**src/rtl/alu_pkg.sv**
```systemverilog
// alu_pkg: shared opcodes, exponent limit, flag bit positions and sequencer FSM states
package alu_pkg;
  localparam logic [2:0] OP_ADD = 3'b000;
  localparam logic [2:0] OP_SUB = 3'b001;
  localparam logic [2:0] OP_DIV = 3'b010;
  localparam logic [2:0] OP_MUL = 3'b011;
  localparam logic [7:0] EXP_MAX = 8'hFF;
  localparam int FLG_NAN = 3;
  localparam int FLG_INF = 2;
  localparam int FLG_ZERO = 1;
  localparam int FLG_DENORM = 0;
  typedef enum logic {ST_IDLE, ST_DRIVE} state_t;
endpackage

```
**src/rtl/alu_op_sequencer_if.sv**
```systemverilog
// alu_op_sequencer_if: command (cmd_valid/ready, a, b, op, tag) and result (res_valid/ready, data, tag, flags) handshakes; master=producer/consumer, slave=sequencer
interface alu_op_sequencer_if #(parameter int TAG_W = 4);
  logic cmd_valid;
  logic cmd_ready;
  logic [31:0] cmd_a;
  logic [31:0] cmd_b;
  logic [2:0] cmd_op;
  logic [TAG_W-1:0] cmd_tag;
  logic res_valid;
  logic res_ready;
  logic [31:0] res_data;
  logic [TAG_W-1:0] res_tag;
  logic [3:0] res_flags;
  modport master(output cmd_valid, cmd_a, cmd_b, cmd_op, cmd_tag, res_ready,
                 input cmd_ready, res_valid, res_data, res_tag, res_flags);
  modport slave(input cmd_valid, cmd_a, cmd_b, cmd_op, cmd_tag, res_ready,
                output cmd_ready, res_valid, res_data, res_tag, res_flags);
endinterface

```
**src/rtl/alu_result_fifo.sv**
```systemverilog
// alu_result_fifo: in-order W-bit FIFO of DEPTH entries; ports clk, rst, push/din, pop/dout, full, empty, count
module alu_result_fifo #(
  parameter int W = 8,
  parameter int DEPTH = 4
) (
  input  logic clk,
  input  logic rst,
  input  logic push,
  input  logic [W-1:0] din,
  input  logic pop,
  output logic [W-1:0] dout,
  output logic full,
  output logic empty,
  output logic [$clog2(DEPTH+1)-1:0] count
);
  localparam int AW = $clog2(DEPTH);
  localparam int NW = $clog2(DEPTH+1);
  logic [W-1:0] mem [DEPTH];
  logic [AW-1:0] wr, rd;
  logic do_push, do_pop;
  assign full = int'(count) == DEPTH;
  assign empty = count == '0;
  assign do_push = push && !full;
  assign do_pop = pop && !empty;
  assign dout = mem[rd];
  always_ff @(posedge clk)
    if (do_push) mem[wr] <= din;
  always_ff @(posedge clk) begin
    if (rst) begin
      wr <= '0;
      rd <= '0;
      count <= '0;
    end else begin
      if (do_push) wr <= wr + AW'(1);
      if (do_pop) rd <= rd + AW'(1);
      count <= count + NW'(do_push) - NW'(do_pop);
    end
  end
endmodule

```
**src/rtl/alu_op_sequencer.sv**
```systemverilog
// alu_op_sequencer: holds a command on alu_a/b/op for SETTLE_CYCLES clocks, captures alu_o with its tag and {nan,inf,zero,denorm} flags into a result FIFO; ports clk, rst, bus (slave), alu_a/b/op out, alu_o in, busy
module alu_op_sequencer
  import alu_pkg::*;
#(
  parameter int SETTLE_CYCLES = 2,
  parameter int FIFO_DEPTH = 4,
  parameter int TAG_W = 4
) (
  input  logic clk,
  input  logic rst,
  alu_op_sequencer_if.slave bus,
  output logic [31:0] alu_a,
  output logic [31:0] alu_b,
  output logic [2:0] alu_op,
  input  logic [31:0] alu_o,
  output logic busy
);
  localparam int CW = SETTLE_CYCLES > 1 ? $clog2(SETTLE_CYCLES) : 1;
  localparam int W = 32 + TAG_W + 4;
  localparam int NW = $clog2(FIFO_DEPTH+1);
  function automatic logic [3:0] classify(input logic [31:0] o);
    logic [3:0] f;
    f = '0;
    f[FLG_NAN] = o[30:23] == EXP_MAX && o[22:0] != '0;
    f[FLG_INF] = o[30:23] == EXP_MAX && o[22:0] == '0;
    f[FLG_ZERO] = o[30:23] == '0 && o[22:0] == '0;
    f[FLG_DENORM] = o[30:23] == '0 && o[22:0] != '0;
    return f;
  endfunction
  state_t state, state_nxt;
  logic [CW-1:0] cnt;
  logic [TAG_W-1:0] tag;
  logic accept, push, full, empty;
  logic [NW-1:0] count;
  logic [W-1:0] head;
  always_comb begin
    bus.cmd_ready = state == ST_IDLE && !full;
    accept = bus.cmd_valid && bus.cmd_ready;
    push = state == ST_DRIVE && cnt == '0;
    state_nxt = accept ? ST_DRIVE : push ? ST_IDLE : state;
  end
  always_ff @(posedge clk) begin
    if (rst) state <= ST_IDLE;
    else state <= state_nxt;
  end
  always_ff @(posedge clk) begin
    if (rst) begin
      alu_a <= '0;
      alu_b <= '0;
      alu_op <= '0;
      tag <= '0;
      cnt <= '0;
    end else if (accept) begin
      alu_a <= bus.cmd_a;
      alu_b <= bus.cmd_b;
      alu_op <= bus.cmd_op;
      tag <= bus.cmd_tag;
      cnt <= CW'(SETTLE_CYCLES - 1);
    end else if (state == ST_DRIVE && cnt != '0) begin
      cnt <= cnt - CW'(1);
    end
  end
  alu_result_fifo #(.W(W), .DEPTH(FIFO_DEPTH)) u_fifo (
    .clk(clk),
    .rst(rst),
    .push(push),
    .din({alu_o, tag, classify(alu_o)}),
    .pop(bus.res_ready),
    .dout(head),
    .full(full),
    .empty(empty),
    .count(count)
  );
  assign {bus.res_data, bus.res_tag, bus.res_flags} = head;
  assign bus.res_valid = !empty;
  assign busy = state != ST_IDLE || count != '0;
endmodule
```
**src/flat_wrapper.sv**
```systemverilog
// flat-port wrapper written by rule: the top's interface ports become plain ports
module alu_op_sequencer_flat import alu_pkg::*;
#(
  parameter int SETTLE_CYCLES = 2,
  parameter int FIFO_DEPTH = 4,
  parameter int TAG_W = 4
)
  (clk, rst, alu_a, alu_b, alu_op, alu_o, busy, bus_cmd_valid, bus_cmd_a, bus_cmd_b, bus_cmd_op, bus_cmd_tag, bus_res_ready, bus_cmd_ready, bus_res_valid, bus_res_data, bus_res_tag, bus_res_flags);
  alu_op_sequencer_if #(.TAG_W(TAG_W)) bus_i ();
  input  logic clk;
  input  logic rst;
  output logic [31:0] alu_a;
  output logic [31:0] alu_b;
  output logic [2:0] alu_op;
  input  logic [31:0] alu_o;
  output logic busy;
  input wire logic [$bits(bus_i.cmd_valid)-1:0] bus_cmd_valid;
  input wire logic [$bits(bus_i.cmd_a)-1:0] bus_cmd_a;
  input wire logic [$bits(bus_i.cmd_b)-1:0] bus_cmd_b;
  input wire logic [$bits(bus_i.cmd_op)-1:0] bus_cmd_op;
  input wire logic [$bits(bus_i.cmd_tag)-1:0] bus_cmd_tag;
  input wire logic [$bits(bus_i.res_ready)-1:0] bus_res_ready;
  output wire logic [$bits(bus_i.cmd_ready)-1:0] bus_cmd_ready;
  output wire logic [$bits(bus_i.res_valid)-1:0] bus_res_valid;
  output wire logic [$bits(bus_i.res_data)-1:0] bus_res_data;
  output wire logic [$bits(bus_i.res_tag)-1:0] bus_res_tag;
  output wire logic [$bits(bus_i.res_flags)-1:0] bus_res_flags;
  assign bus_i.cmd_valid = bus_cmd_valid;
  assign bus_i.cmd_a = bus_cmd_a;
  assign bus_i.cmd_b = bus_cmd_b;
  assign bus_i.cmd_op = bus_cmd_op;
  assign bus_i.cmd_tag = bus_cmd_tag;
  assign bus_i.res_ready = bus_res_ready;
  assign bus_cmd_ready = bus_i.cmd_ready;
  assign bus_res_valid = bus_i.res_valid;
  assign bus_res_data = bus_i.res_data;
  assign bus_res_tag = bus_i.res_tag;
  assign bus_res_flags = bus_i.res_flags;
  alu_op_sequencer #(.SETTLE_CYCLES(SETTLE_CYCLES), .FIFO_DEPTH(FIFO_DEPTH), .TAG_W(TAG_W)) u_core (.clk(clk), .rst(rst), .bus(bus_i), .alu_a(alu_a), .alu_b(alu_b), .alu_op(alu_op), .alu_o(alu_o), .busy(busy));
endmodule
```
**config.mk**
```make
export PLATFORM = sky130hd
export DESIGN_NAME = alu_op_sequencer_flat
export DESIGN_NICKNAME = d
export VERILOG_FILES = /design/src/rtl/alu_pkg.sv /design/src/rtl/alu_op_sequencer_if.sv /design/src/rtl/alu_result_fifo.sv /design/src/rtl/alu_op_sequencer.sv /design/src/flat_wrapper.sv
export SDC_FILE = /design/constraint.sdc
export NUM_CORES = 1
export LEC_CHECK = 0
export BUFFER_PORTS_ARGS = -buffer_cell sky130_fd_sc_hd__buf_2
export CELL_PAD_IN_SITES_DETAIL_PLACEMENT = 2
export CELL_PAD_IN_SITES_GLOBAL_PLACEMENT = 2
export CORE_MARGIN = 2
export CORE_UTILIZATION = 37
export DETAILED_ROUTE_END_ITERATION = 16
export PLACE_DENSITY_LB_ADDON = 0.1
export SLEW_MARGIN = 20
export SYNTH_ARGS = -nofsm -noshare
export SYNTH_HDL_FRONTEND = slang
export SYNTH_SLANG_ARGS = --single-unit
```
**constraint.sdc**
```tcl
create_clock -name clk -period 3.2 [get_ports clk]
set_clock_uncertainty 0.1 [all_clocks]
set_input_delay 0.64 -clock clk [delete_from_list [all_inputs] [get_ports clk]]
set_output_delay 0.64 -clock clk [all_outputs]
set_load 0.02 [all_outputs]
```
==> results.md <==
* Die ar. at 27100 um^2
* Nets at 936
* Worst IR Drop VDD at 0.4904 mV
* DRC errors left at 0
* Row Count at 58
* Top cell type's share of synthesized area at 50.34%
* Data required time of the critical path at 2.46 ns
* Die H at 164.6 um
* Starting DRC count in detailed routing at 272
* Mapped Avg Cell Area at 15.52 um^2
* Worst Hold Class: input port to flip-flop
* Final ANT Viol Nets at 0
* GRT overflow at 0
* Final wirelength at 25710 um
* Syn_nets at 729
* WL/cell at 21.92 um
* Largest net degree at the start of global routing at 146
* Antenna violations before repair at 4
* Worst R2R Setup Slack at 0.74 ns
* R2R cell count at 10
* Clock-pin transition on the worst setup and hold timing paths at 0.06 ns
* F_max at 0.3332 GHz
* Relative slew margins at 53.36%
* Fin crit period at 3.001 ns
* Placed cells at 1122
* Kind of critical path: flip-flop to output port
* Setup TNS at 0 ns
* Initial core utilization at 37.79%
* Clock Tree Root: clkbuf_16
* Status: complete, no violations
* Routability cong. at 0.7132
* Non-filler cells, final at 1173
* Lkg Pwr at 0.004501 uW
* Htree depth at 1
* Clock Path Buffers at 3
* Yosys reg bits at 242
* RSZ-0062 raised after global routing: false
* Worst setup SP type: flip-flop
* Period utilization at 93.79%
* Fillers at 2462
* Overall Global Routing Usage at 19.03%
* Detailed Place HPWL at 16230 um
* Final setup violation count at 0
* Vias in the first global route at 6814
* Critical Path Sink Type: output port
* Post_cts resized at 0
* Final Slew Violations at 0
* CP Max Fanout at 25
* Count leader, synth: edfxtp_1
* Synth warn at 0
* Async set-reset flop share out of synthesis at 0%
* Drt via density at 5.163
* Post-synth EDFFs at 160
* # Post-CTS Setup Buffers at 0
* First-pass GRT wire length at 39720 um
* Post-DP Area at 10990 um^2
* Synth top cells by count: edfxtp_1 (160), dfxtp_1 (82), nand3_1 (73), a21oi_1 (55), mux4_2 (40)
* # Max-Cap Violations at 0
* Post-cts hold buffer count at 0
* Layout cells sized above 1 at 45.13%
* Mapped Area at 9544 um^2
* Drt pass-1 iters at 6
* Ys flop type: edfxtp_1
* Clk_lat worst skew at 0.54 ns
* CTS tree: yes
* Slew of the pin with the lowest slew margin at 0.6996 ns
* Synth area leaders: edfxtp_1 (50%), dfxtp_1 (17%), mux4_2 (9.4%)
* Worst r2r src: u_core.u_fifo.count[2]
* Syn Inst Count at 615
* TritonCTS Buffers at 28
* Number of distinct library cells after synthesis at 34
* Critical Path, Cell by Cell: buf_4, mux4_2, buf_2
* Synth area leader: edfxtp_1
* Die span in x at 164.6 um
* RR Endpoint: u_core.u_fifo.count[2]
* CP max stage cell: dfxtp_4
* Design area at 12000 um^2
* CP Data Arrival Time at 2.26 ns
* CP Capture Point: bus_res_data[2]
* Via count at 6056
* # IOs at 217
* Area grow syn2layout at 25.68%
* Slowest stage delay, CP at 0.71 ns
* Core Box Area at 25250 um^2
* Sink Count at 242
* PD cells at 792.4 nW/um^2
* Port Buffers at 216
* Sequential share of the synthesized area at 67.54%
* Final hold violation count at 0
-- per-layer routing --
layer | track usage [%] | wire, um | vias up
met5 | 0 | 37 | -
met4 | 4.269 | 454 | 6
met3 | 5.550 | 1767 | 43
met2 | 33.47 | 13070 | 169
met1 | 23.16 | 10380 | 3064
li1 | - | - | 2774
-- report_power, final --
| group | internal, uW | total [uW] | switching [uW] | leakage [uW] |
|---|---|---|---|---|
| clock network | 2170 | 3460 | 1290 | 0.000484 |
| logic | 935 | 2240 | 1300 | 0.00187 |
| registers | 3590 | 3810 | 220 | 0.00215 |
-- worst max-delay path, delay by kind of cell, from the launching register on --
kind | cells | cell delay (ns)
buffers and inverters | 2 | 0.47
DFF | 1 | 0.71
muxes | 1 | 0.53
-- final cells by class --
cell class | count | area (um^2) | share of cell area (%)
multi-input combinational | 316 | 2845 | 23.72
clock buffer | 32 | 715.7 | 5.966
clock inverter | 18 | 286.5 | 2.389
tap | 330 | 412.9 | 3.442
antenna | 1 | 2.502 | 0.02086
inverter | 6 | 22.52 | 0.1878
sequential | 242 | 6451 | 53.78
timing repair buffer | 228 | 1259 | 10.49
-- cells by family (layout without fill, tap and decap cells) --
logic type               count (synthesis)  in the layout  synth area share, %
adder cells (fa/ha/maj)                  7              7               0.9963
flip-flops                             242            242                67.54
buffers and inverters                   57            284                2.805
AND/OR/NAND/NOR                        113            113                6.214
AO/OA/AOI/OAI                          152            152                12.64
multiplexers                            40             40                9.439
XOR/XNOR                                 4              4               0.3671
other                                    0              1                    0
-- registers in the layout, summed over array words and instances (netlist names), named ones only --
name / cells
u_core.u_fifo.mem: 160
u_core.alu_a: 32
u_core.alu_b: 32
u_core.tag: 4
u_core.alu_op: 3
u_core.u_fifo.count: 3
u_core.u_fifo.rd: 2
u_core.u_fifo.wr: 2
u_core.cnt: 1
u_core.state: 1
-- stage by stage --
step	hold WS [ns]	worst slack (ns)	utilization [%]	power (uW)
floorplan	0.3510	0.7917	-	5398
global placement	0.3749	0.7577	43.52	6047
detailed placement	0.3962	0.7023	43.52	6153
CTS	0.1886	0.1187	47.49	9661
global route	0.1944	0.03928	47.49	9965
finish	0.2107	0.1987	47.50	9505
-- how the worst min path moves through the flow --
stage / startpoint / endpoint / slack [ns] / cells past startpoint
2_1_floorplan: u_core.tag[0] / u_core.u_fifo.mem[0][4] / 0.35 / 0
3_3_place_gp: u_core.cnt / u_core.state / 0.37 / 2
3_5_place_dp: u_core.tag[2] / u_core.u_fifo.mem[0][6] / 0.40 / 0
4_1_cts: alu_o[31] / u_core.u_fifo.mem[0][39] / 0.19 / 1
5_1_grt: alu_o[31] / u_core.u_fifo.mem[0][39] / 0.19 / 1
6_report: alu_o[31] / u_core.u_fifo.mem[0][39] / 0.21 / 1
-- cell usage in the layout (no fill, tap or decap), types with 2 or more instances in the layout --
cell       Yosys  routed
or2_2          2       2
o21ai_0        2       2
buf_4          0       5
clkinv_1       0       5
nand2b_1       2       2
clkbuf_16      0      28
nor3_1         3       3
edfxtp_1     160     160
a21oi_2       22      22
and3_2         0       4
mux4_2        40      40
clkinv_2       0       4
nor4_1         7       7
nand4_1        3       3
dfxtp_1       82      80
buf_12         0       7
xnor2_1        3       3
a21bo_1       32      32
bufinv_16      0       7
ha_1           6       6
clkbuf_1      19       4
nand2_1        4       4
nor2b_1        4       3
buf_2         13     216
nor2_1         6       6
nand3_1       73      73
a21bo_2       39      39
a21oi_1       55      55
inv_1          6       6
Power figures use the tool's default switching activity.
